[src/rtl/obi_wb_pkg.sv]
// Shared types for the OBI-to-Wishbone bridge: FSM state encoding and the
// default watchdog limit used when OBI_WB_TIMEOUT_EN is defined.
package obi_wb_pkg;

  typedef enum logic [1:0] {
    IDLE = 2'd0,
    BUS  = 2'd1,
    RESP = 2'd2
  } state_t;

  localparam int unsigned TIMEOUT_CYCLES_DEFAULT = 1024;

endpackage

[src/rtl/obi_wb_rr_arbiter.sv]
// Combinational round-robin selector. The search starts at the port after
// i_rr_ptr, moves upward and wraps modulo NUM_PORTS. The first requester
// found wins and is reported as a one-hot grant and as a binary index.
module obi_wb_rr_arbiter #(
  parameter int NUM_PORTS = 2,
  parameter int IDX_W     = 1
) (
  input  logic [NUM_PORTS-1:0] i_req,
  input  logic [IDX_W-1:0]     i_rr_ptr,
  output logic [NUM_PORTS-1:0] o_gnt,
  output logic [IDX_W-1:0]     o_idx,
  output logic                 o_valid
);

  logic [IDX_W-1:0] w_cand;

  // Scan ports starting after the pointer; the first requester wins
  always_comb begin
    o_gnt   = '0;
    o_idx   = '0;
    o_valid = 1'b0;
    w_cand  = '0;
    for (int i = 1; i <= NUM_PORTS; i++) begin
      w_cand = IDX_W'((int'(i_rr_ptr) + i) % NUM_PORTS);
      if (!o_valid && i_req[w_cand]) begin
        o_valid       = 1'b1;
        o_idx         = w_cand;
        o_gnt[w_cand] = 1'b1;
      end
    end
  end

endmodule

[src/rtl/obi_wb_bridge.sv]
// Bridge from NUM_PORTS OBI master ports onto one Wishbone classic master.
// One transaction is in flight at a time. Arbitration is round-robin, and
// the response is returned on the owning port one cycle after ack/err.
// Optional bus watchdog: define OBI_WB_TIMEOUT_EN. It ends a stalled BUS
// phase with an error after TIMEOUT_CYCLES cycles.
//
// Handshake: a port's request is accepted in the cycle where obi_req_i and
// obi_gnt_o are both high. The payload is sampled in that same cycle. The
// response is a single-cycle obi_rvalid_o pulse on the owning port.
// obi_rdata_o and obi_err_o are meaningful only during that pulse.
module obi_wb_bridge
  import obi_wb_pkg::*;
#(
  parameter int NUM_PORTS      = 2,
  parameter int ADDR_WIDTH     = 32,
  parameter int DATA_WIDTH     = 32,
  parameter int TIMEOUT_CYCLES = TIMEOUT_CYCLES_DEFAULT
) (
  input  logic                                  clk,
  input  logic                                  rst_n,
  input  logic [NUM_PORTS-1:0]                  obi_req_i,
  output logic [NUM_PORTS-1:0]                  obi_gnt_o,
  input  logic [NUM_PORTS-1:0][ADDR_WIDTH-1:0]  obi_addr_i,
  input  logic [NUM_PORTS-1:0]                  obi_we_i,
  input  logic [NUM_PORTS-1:0][DATA_WIDTH/8-1:0] obi_be_i,
  input  logic [NUM_PORTS-1:0][DATA_WIDTH-1:0]  obi_wdata_i,
  output logic [NUM_PORTS-1:0]                  obi_rvalid_o,
  output logic [DATA_WIDTH-1:0]                 obi_rdata_o,
  output logic                                  obi_err_o,
  output logic                                  wb_cyc_o,
  output logic                                  wb_stb_o,
  output logic                                  wb_we_o,
  output logic [DATA_WIDTH/8-1:0]               wb_sel_o,
  output logic [ADDR_WIDTH-1:0]                 wb_addr_o,
  output logic [DATA_WIDTH-1:0]                 wb_data_o,
  input  logic [DATA_WIDTH-1:0]                 wb_data_i,
  input  logic                                  wb_ack_i,
  input  logic                                  wb_err_i,
  output logic [1:0]                            dbg_state_o
);

  localparam int IDX_W = (NUM_PORTS > 1) ? $clog2(NUM_PORTS) : 1;
  localparam int SEL_W = DATA_WIDTH / 8;
  localparam logic [IDX_W-1:0] RR_RESET = IDX_W'(NUM_PORTS - 1);

  state_t                 r_state;
  logic [IDX_W-1:0]       r_rr_ptr;
  logic [IDX_W-1:0]       r_owner;
  logic                   r_we;
  logic [SEL_W-1:0]       r_sel;
  logic [ADDR_WIDTH-1:0]  r_addr;
  logic [DATA_WIDTH-1:0]  r_wdata;
  logic [DATA_WIDTH-1:0]  r_rdata;
  logic                   r_err;
  logic [NUM_PORTS-1:0]   r_rvalid;

  logic [NUM_PORTS-1:0]   w_arb_gnt;
  logic [IDX_W-1:0]       w_arb_idx;
  logic                   w_arb_valid;
  logic                   w_can_grant;
  logic [NUM_PORTS-1:0]   w_owner_oh;
  logic                   w_timeout;

  obi_wb_rr_arbiter #(
    .NUM_PORTS (NUM_PORTS),
    .IDX_W     (IDX_W)
  ) u_arb (
    .i_req    (obi_req_i),
    .i_rr_ptr (r_rr_ptr),
    .o_gnt    (w_arb_gnt),
    .o_idx    (w_arb_idx),
    .o_valid  (w_arb_valid)
  );

  // Grants are only offered while no transaction occupies the bus, and never in reset
  assign w_can_grant = rst_n && ((r_state == IDLE) || (r_state == RESP));
  assign obi_gnt_o   = w_can_grant ? w_arb_gnt : '0;

  // One-hot decode of the current owner, used to route the response
  always_comb begin
    w_owner_oh = '0;
    for (int p = 0; p < NUM_PORTS; p++) begin
      w_owner_oh[p] = (r_owner == IDX_W'(p));
    end
  end

`ifdef OBI_WB_TIMEOUT_EN
  localparam int CNT_W = $clog2(TIMEOUT_CYCLES + 1);
  logic [CNT_W-1:0] r_tmo_cnt;

  // Count BUS cycles. The count is zero in the first BUS cycle and held at zero elsewhere.
  always_ff @(posedge clk or negedge rst_n) begin
    if (!rst_n) begin
      r_tmo_cnt <= '0;
    end else if (r_state != BUS) begin
      r_tmo_cnt <= '0;
    end else begin
      r_tmo_cnt <= r_tmo_cnt + CNT_W'(1);
    end
  end

  // Expire in the BUS cycle whose count increment would reach TIMEOUT_CYCLES
  assign w_timeout = (r_state == BUS) && (r_tmo_cnt == CNT_W'(TIMEOUT_CYCLES - 1));
`else
  logic w_unused_tmo;
  assign w_unused_tmo = (TIMEOUT_CYCLES > 1);
  assign w_timeout    = 1'b0;
`endif

  // Main FSM. It latches the request on grant, holds the bus, and captures the response.
  always_ff @(posedge clk or negedge rst_n) begin
    if (!rst_n) begin
      r_state  <= IDLE;
      r_rr_ptr <= RR_RESET;
      r_owner  <= '0;
      r_we     <= 1'b0;
      r_sel    <= '0;
      r_addr   <= '0;
      r_wdata  <= '0;
      r_rdata  <= '0;
      r_err    <= 1'b0;
      r_rvalid <= '0;
    end else begin
      r_rvalid <= '0;
      case (r_state)
        IDLE, RESP: begin
          if (w_arb_valid) begin
            r_owner  <= w_arb_idx;
            r_rr_ptr <= w_arb_idx;
            r_we     <= obi_we_i[w_arb_idx];
            r_sel    <= obi_be_i[w_arb_idx];
            r_addr   <= obi_addr_i[w_arb_idx];
            r_wdata  <= obi_wdata_i[w_arb_idx];
            r_state  <= BUS;
          end else begin
            r_state  <= IDLE;
          end
        end
        BUS: begin
          if (wb_err_i) begin
            r_err    <= 1'b1;
            r_rdata  <= '0;
            r_rvalid <= w_owner_oh;
            r_state  <= RESP;
          end else if (wb_ack_i) begin
            r_err    <= 1'b0;
            r_rdata  <= r_we ? '0 : wb_data_i;
            r_rvalid <= w_owner_oh;
            r_state  <= RESP;
          end else if (w_timeout) begin
            r_err    <= 1'b1;
            r_rdata  <= '0;
            r_rvalid <= w_owner_oh;
            r_state  <= RESP;
          end
        end
        default: r_state <= IDLE;
      endcase
    end
  end

  assign obi_rvalid_o = r_rvalid;
  assign obi_rdata_o  = r_rdata;
  assign obi_err_o    = r_err;
  assign wb_cyc_o     = (r_state == BUS);
  assign wb_stb_o     = (r_state == BUS);
  assign wb_we_o      = r_we;
  assign wb_sel_o     = r_sel;
  assign wb_addr_o    = r_addr;
  assign wb_data_o    = r_wdata;
  assign dbg_state_o  = r_state;

endmodule

[config.mk]
export PLATFORM = sky130hd
export DESIGN_NAME = obi_wb_bridge
export DESIGN_NICKNAME = d
export VERILOG_FILES = /design/src/rtl/obi_wb_pkg.sv /design/src/rtl/obi_wb_rr_arbiter.sv /design/src/rtl/obi_wb_bridge.sv
export SDC_FILE = /design/constraint.sdc
export NUM_CORES = 1
export LEC_CHECK = 0
export CAP_MARGIN = 20
export CORE_ASPECT_RATIO = 1.1
export CORE_MARGIN = 4
export CORE_UTILIZATION = 41
export CTS_CLUSTER_DIAMETER = 150
export CTS_CLUSTER_SIZE = 25
export DETAILED_ROUTE_END_ITERATION = 10
export GPL_TIMING_DRIVEN = 0
export PLACE_DENSITY_LB_ADDON = 0.15
export SYNTH_ARGS = -nofsm -noshare
export SYNTH_HDL_FRONTEND = slang
export SYNTH_SLANG_ARGS = --single-unit
[constraint.sdc]
create_clock -name clk -period 2.21 [get_ports clk]
set_clock_uncertainty 0.2 [all_clocks]
set_input_delay 0.442 -clock clk [delete_from_list [all_inputs] [get_ports clk]]
set_output_delay 0.442 -clock clk [all_outputs]
set_load 0.01 [all_outputs]
# --- Yosys cells after proc, flatten, opt, wreduce, memory -nomap -nowiden ---
# Cells that the tools add are included.
classes:
  reduce_logical: 11
  n_lt_le_gt_ge: 5
  shifts: 0
  n_mux: 35
  div_mod_pow: 0
  bitwise: 2
  add_sub_neg: 2
  mul: 0
  eq_ne: 3
ops:
  columns: ["operator", "n"]
  rows:
  - ["32-bit 2-to-1 mux", 7]
  - ["2-bit 2-to-1 mux", 8]
  - ["1-bit 2-to-1 mux", 15]
  - ["4-bit 2-to-1 mux", 2]
  - ["1-bit by 2-bit less-than comparator with 1-bit output, second input constant", 3]
  - ["1-bit logical AND", 4]
  - ["2-bit case mux with 2 select lines", 1]
  - ["2-bit AND reduction", 2]
  - ["3-bit by 1-bit != test with 1-bit output, second input constant", 1]
  - ["1-bit adder, second input constant", 2]
  - ["1-bit demux with 1-bit select", 2]
  - ["2-bit by 1-bit == test with 1-bit output, second input constant", 1]
  - ["2-bit == test, second input constant", 1]
  - ["1-bit greater-or-equal comparator, second input constant", 2]
  - ["2-bit zero test", 1]
  - ["2-bit bitwise OR", 1]
  - ["2-bit nonzero test", 1]
  - ["2-bit OR reduction", 1]
  - ["1-bit zero test", 1]
  - ["1-bit logical OR", 1]
  - ["1-bit NOT", 1]
totals:
  memories: 0
  mem_bits_rw: 0
  out_inout_bits: 110
  mem_bits_ro: 0
  latch_bits: 0
  register_bits: 108

# --- Logic depth before layout (Yosys ltp) ---
logic_depth:
  ltp_word: 9
  ltp_mapped: 6
  mapped_depth_nobuf: 3

# --- Hierarchy ---
# A second synthesis with hierarchy kept.
hier_totals:
  cells_unflattened: 465
  area_unflattened_um2: 4923.5
by_module_without_submodules:
  columns: ["module", "area_per_inst_um2", "cells_per_inst", "n_inst"]
  rows:
  - ["obi_wb_bridge", 4890.9, 460, 1]
  - ["obi_wb_rr_arbiter", 32.5, 5, 1]

# --- Least setup slack after synthesis ---
# Ideal clock, no wire load.
synth_path:
  path_kind: "input to output"
  start: "input port obi_req_i[1]"
  end: "output port obi_gnt_o[1]"
  path_buffers: 2
  cell_stages: 4
  required_ps: 1568
  setup_slack_ps: 296
  arrival_ps: 1272
  path_cell_list: "a21bo_2 > buf_2 > buf_2 > nor3b_1"
synth_via:
  elab_chain_cells: 7
synth_lines:
  columns: ["item", "line_no", "source"]
  rows:
  - ["start, declared", "obi_wb_bridge.sv:21", "input logic [NUM_PORTS-1:0] obi_req_i,"]
  - ["1-bit 2-to-1 mux (implied by the code) (2 in a row)", "obi_wb_rr_arbiter.sv:25", "if (!o_valid && i_req[w_cand]) begin"]
  - ["1-bit 2-to-1 mux", "obi_wb_rr_arbiter.sv:25", null]
  - ["1-bit zero test", "obi_wb_rr_arbiter.sv:25", null]
  - ["1-bit logical AND", "obi_wb_rr_arbiter.sv:25", null]
  - ["2-bit 2-to-1 mux *", "obi_wb_rr_arbiter.sv:25", null]
  - ["2-bit 2-to-1 mux *", "obi_wb_bridge.sv:77", "assign obi_gnt_o = w_can_grant ? w_arb_gnt : '0;"]
  - ["end, declared", "obi_wb_bridge.sv:22", "output logic [NUM_PORTS-1:0] obi_gnt_o,"]
# Mark *: on every way between the ends. The rest lies on a longest branch, timed or not. The select of a mux whose other input is x is not followed.

# --- Worst setup path after layout ---
layout_path:
  start: "register r_state[1], in the netlist dbg_state_o[1]"
  end: "output port wb_cyc_o"
layout_via:
  elab_chain_cells: 1
layout_lines:
  columns: ["item", "line_no", "source"]
  rows:
  - ["start, declared", "obi_wb_bridge.sv:46", "state_t r_state;"]
  - ["start signal, assigned", "obi_wb_bridge.sv:113", "r_state <= IDLE;"]
  - ["start signal, assigned", "obi_wb_bridge.sv:134", "r_state <= BUS;"]
  - ["start signal, assigned", "obi_wb_bridge.sv:136", "r_state <= IDLE;"]
  - ["2-bit by 1-bit == test with 1-bit output", "obi_wb_bridge.sv:165", "assign wb_cyc_o = (r_state == BUS);"]
  - ["end, declared", "obi_wb_bridge.sv:30", "output logic wb_cyc_o,"]
# No other way between the ends.

==> qor.tcl <==
set qor(status) {complete, but fails checks}
set qor(violations) {negative hold slack}
set qor(synth.top_cell.area_share_pct) 54.89
set qor(critPathRequiredTime_ps) 1570
set qor(final_area_um2) 8334
set qor(drive_above_1_share_pct) 7.447
set qor(critical_path.endpoint) {wb_cyc_o}
set qor(cap_viol_max_count) 0
set qor(numPortBuffers) 285
set qor(synth.yosys.warnings) 0
set qor(worst_r2r_path_depth) 6
set qor(timing.rr.start) {dbg_state_o[0]}
set qor(ctsRootBufferMaster) {sky130_fd_sc_hd__clkbuf_16}
set qor(synthCells) 539
set qor(maxSlewViolCount) 0
set qor(synth-adder-area-share_pct) 0
set qor(via_count) 4996
set qor(rr_endpoint) {wb_addr_o[7]}
set qor(start_util_pct) 42.27
set qor(period_needed_ps) 2114
set qor(io-pin-count) 286
set qor(cts_max_path_buffers) 2
set qor(wire_length_of_the_first_global_routing_pass_um) 26710
set qor(final.hold.worst_slack_ps) -239.7
set qor(crit_path_start) {dbg_state_o[1]}
set qor(clk_sinks) 108
set qor(arrival_ps) 1470
set qor(floorplan.die.width_um) 112.0
set qor(htree_num_levels) 3
set qor(yosysUniqueCellTypes) 24
set qor(floorplan.die.height_um) 122.4
set qor(synth.largest_area_cell) {sky130_fd_sc_hd__dfrtp_1}
set qor(tightest_slew_ps) 488.9
set qor(pin_count_of_the_biggest_net_entering_global_routing) 57
set qor(final_antenna_net_count) 0
set qor(postSynthRegisterBits) 108
set qor(grt_pass1_vias) 5256
set qor(period_share_pct) 95.65
set qor(route.detailed.drc) 0
set qor(vdd_ir_drop_max_uv) 458.7
set qor(synth.cells.most_frequent) {sky130_fd_sc_hd__nand2_1, sky130_fd_sc_hd__dfrtp_1, sky130_fd_sc_hd__nor2_1}
set qor(design.die.area_um2) 13710
set qor(largest_family_of_logic_cells_by_synthesized_area) {simple AND/OR/NAND/NOR gates}
set qor(nets) 1017
set qor(synth_ff_type) {sky130_fd_sc_hd__dfrtp_1}
set qor(worst_setup_path_start_kind) {register}
set qor(p_per_area_nw_per_um2) 1017
set qor(grt_antenna_before_repair) 1
set qor(area_occupied_by_multi_input_gates_um2) 1795
set qor(p_leak_nw) 3.578
set qor(num-fill-cells) 888
set qor(tritoncts) {built}
set qor(async_flop_share_pct) 100.0
set qor(synth_edf_count) 0
set qor(synth.avg_cell_area_um2) 9.051
set qor(placementRows) 41
set qor(setup-violations-final) 0
set qor(area_fraction_in_and_or_nand_and_nor_cells_after_synthesis_pct) 19.85
set qor(end_kind) {output pin}
set qor(totalWireLength_um) 17200
set qor(routabilityCongestion) 0.8621
set qor(synth_xor_area_share_pct) 0
set qor(synthMuxAreaShare_pct) 6.566
set qor(worstSkewPairLatency_ps) 350
set qor(clkTransAtPathRegs_ps) 80
set qor(cells_taking_the_most_area_after_synthesis) {sky130_fd_sc_hd__dfrtp_1, sky130_fd_sc_hd__nand2_1, sky130_fd_sc_hd__a31oi_1}
set qor(dp_slack_ps) -794.9
set qor(overflow) 0
set qor(unrepaired_setup_endpoints_after_global_routing) {no}
set qor(first_pass_iters) 4
set qor(worst-path-max-fanout) 3
set qor(synth_compound_gate_area_share_pct) 10.16
set qor(worst_relative_slew_slack_pct) 67.41
set qor(place_hpwl_um) 13150
set qor(seq_area_frac_synth_pct) 55.42
set qor(fmax_mhz) 473.1
set qor(drt_first_iter_violations) 258
set qor(cts-buffers-inserted) 9
set qor(drt-vias-per-instance) 5.011
set qor(worst_hold_path_type) {in -> async}
set qor(placeableCoreArea_um2) 11540
set qor(netlist_area_um2) 4878
set qor(regToRegSetupSlack_ps) 400
set qor(yosys.cell_count.top_type) {sky130_fd_sc_hd__nand2_1}
set qor(flow.area_growth_from_synthesis_pct) 70.84
set qor(critical_path_class) {reg -> out}
set qor(synth.net_count) 715
set qor(final_hold_viol_count) 54
set qor(final-seq-area_um2) 2705
set qor(globalRouteTotalUtil_pct) 24.68
set qor(setup_ws_final_ps) 96.11
set qor(place_area_um2) 7944
set qor(post_drt_wl_per_cell_um) 17.25
[area by class of cell]
class | count | area share [%]
buffer | 37 | 3.033
antenna | 1 | 0.03003
tap | 150 | 2.252
inverter | 34 | 1.531
clock inverter | 7 | 0.8858
timing repair buffer | 293 | 35.57
sequential | 108 | 32.46
clock buffer | 9 | 2.702
multi-input combinational | 358 | 21.54
[cells in the final DEF, fill, tap and decap left out, types with 5 or more instances in the layout]
master                            instances
sky130_fd_sc_hd__clkbuf_16                9
sky130_fd_sc_hd__clkbuf_1                 8
sky130_fd_sc_hd__inv_1                   34
sky130_fd_sc_hd__clkdlybuf4s50_1        279
sky130_fd_sc_hd__nand2_1                171
sky130_fd_sc_hd__buf_12                   5
sky130_fd_sc_hd__buf_4                   13
sky130_fd_sc_hd__mux2i_1                 32
sky130_fd_sc_hd__buf_2                   18
sky130_fd_sc_hd__dfrtp_1                106
sky130_fd_sc_hd__nor2_1                  71
sky130_fd_sc_hd__a31oi_1                 69
[worst min path at each step]
| stage | startpoint | endpoint | slack (ps) | cells past startpoint |
|---|---|---|---|---|
| 6_report | rst_n | obi_rdata_o[10] | -240 | 1 |
| 2_1_floorplan | rst_n | dbg_state_o[0] | -50 | 0 |
| 4_1_cts | rst_n | obi_rdata_o[10] | -230 | 1 |
| 5_1_grt | rst_n | obi_rdata_o[10] | -220 | 1 |
| 3_3_place_gp | r_owner | obi_rvalid_o[1] | 260 | 1 |
| 3_5_place_dp | r_owner | obi_rvalid_o[1] | 270 | 1 |
[cell families (layout without fill, tap and decap cells)]
group                  count (synthesis)  in the layout
flip-flops                           108            108
multiplexers                          32             32
AND/OR/NAND/NOR                      249            249
buffers and inverters                 73            380
other                                  0              1
AO/OA/AOI/OAI                         77             77
[flip-flops by register name (all words and copies together) (netlist names)]
register      cells
obi_err_o         1
dbg_state_o       2
r_rr_ptr          1
wb_data_o        32
r_owner           1
wb_sel_o          4
wb_addr_o        32
wb_we_o           1
obi_rvalid_o      2
obi_rdata_o      32
[per-stage QoR]
step | util (%) | power (mW) | cells | TNS (ps)
finish | 72.21 | 8.473 | 997 | 0
global route | 72.21 | 8.946 | 997 | 0
CTS | 71.94 | 8.513 | 992 | -162.6
detailed placement | 68.82 | 6.835 | 975 | -7574
global placement | 68.61 | 6.724 | 974 | -410080
floorplan | - | 4.628 | 539 | 0
[what timing repair did]
item,in CTS,in global routing
gates resized for setup,13,3
pin swaps,0,1
setup endpoints to repair,4,2
setup buffers,2,4
hold endpoints to repair,54,54
cloned,1,0
[critical path: stages, from the launching register on]
cell and delay, ps:
sky130_fd_sc_hd__dfrtp_1 420, sky130_fd_sc_hd__nor2b_4 160, sky130_fd_sc_hd__clkdlybuf4s50_1 550
[metal layers]
layer / track usage (%) / routed length [µm] / vias up
li1: - / - / 2353
met1: 26.97 / 6295 / 2361
met2: 45.09 / 8899 / 239
met3: 6.607 / 1380 / 43
met4: 10.89 / 624 / 0
met5: 0 / 0 / -
[where the power goes]
group | leakage [nW] | switching [mW] | internal (mW)
combinational | 2.14 | 1.70 | 2.08
sequential | 1.29 | 0.392 | 2.66
clock | 0.146 | 0.755 | 0.886
Note: power is estimated with default switching activity, not from simulation.
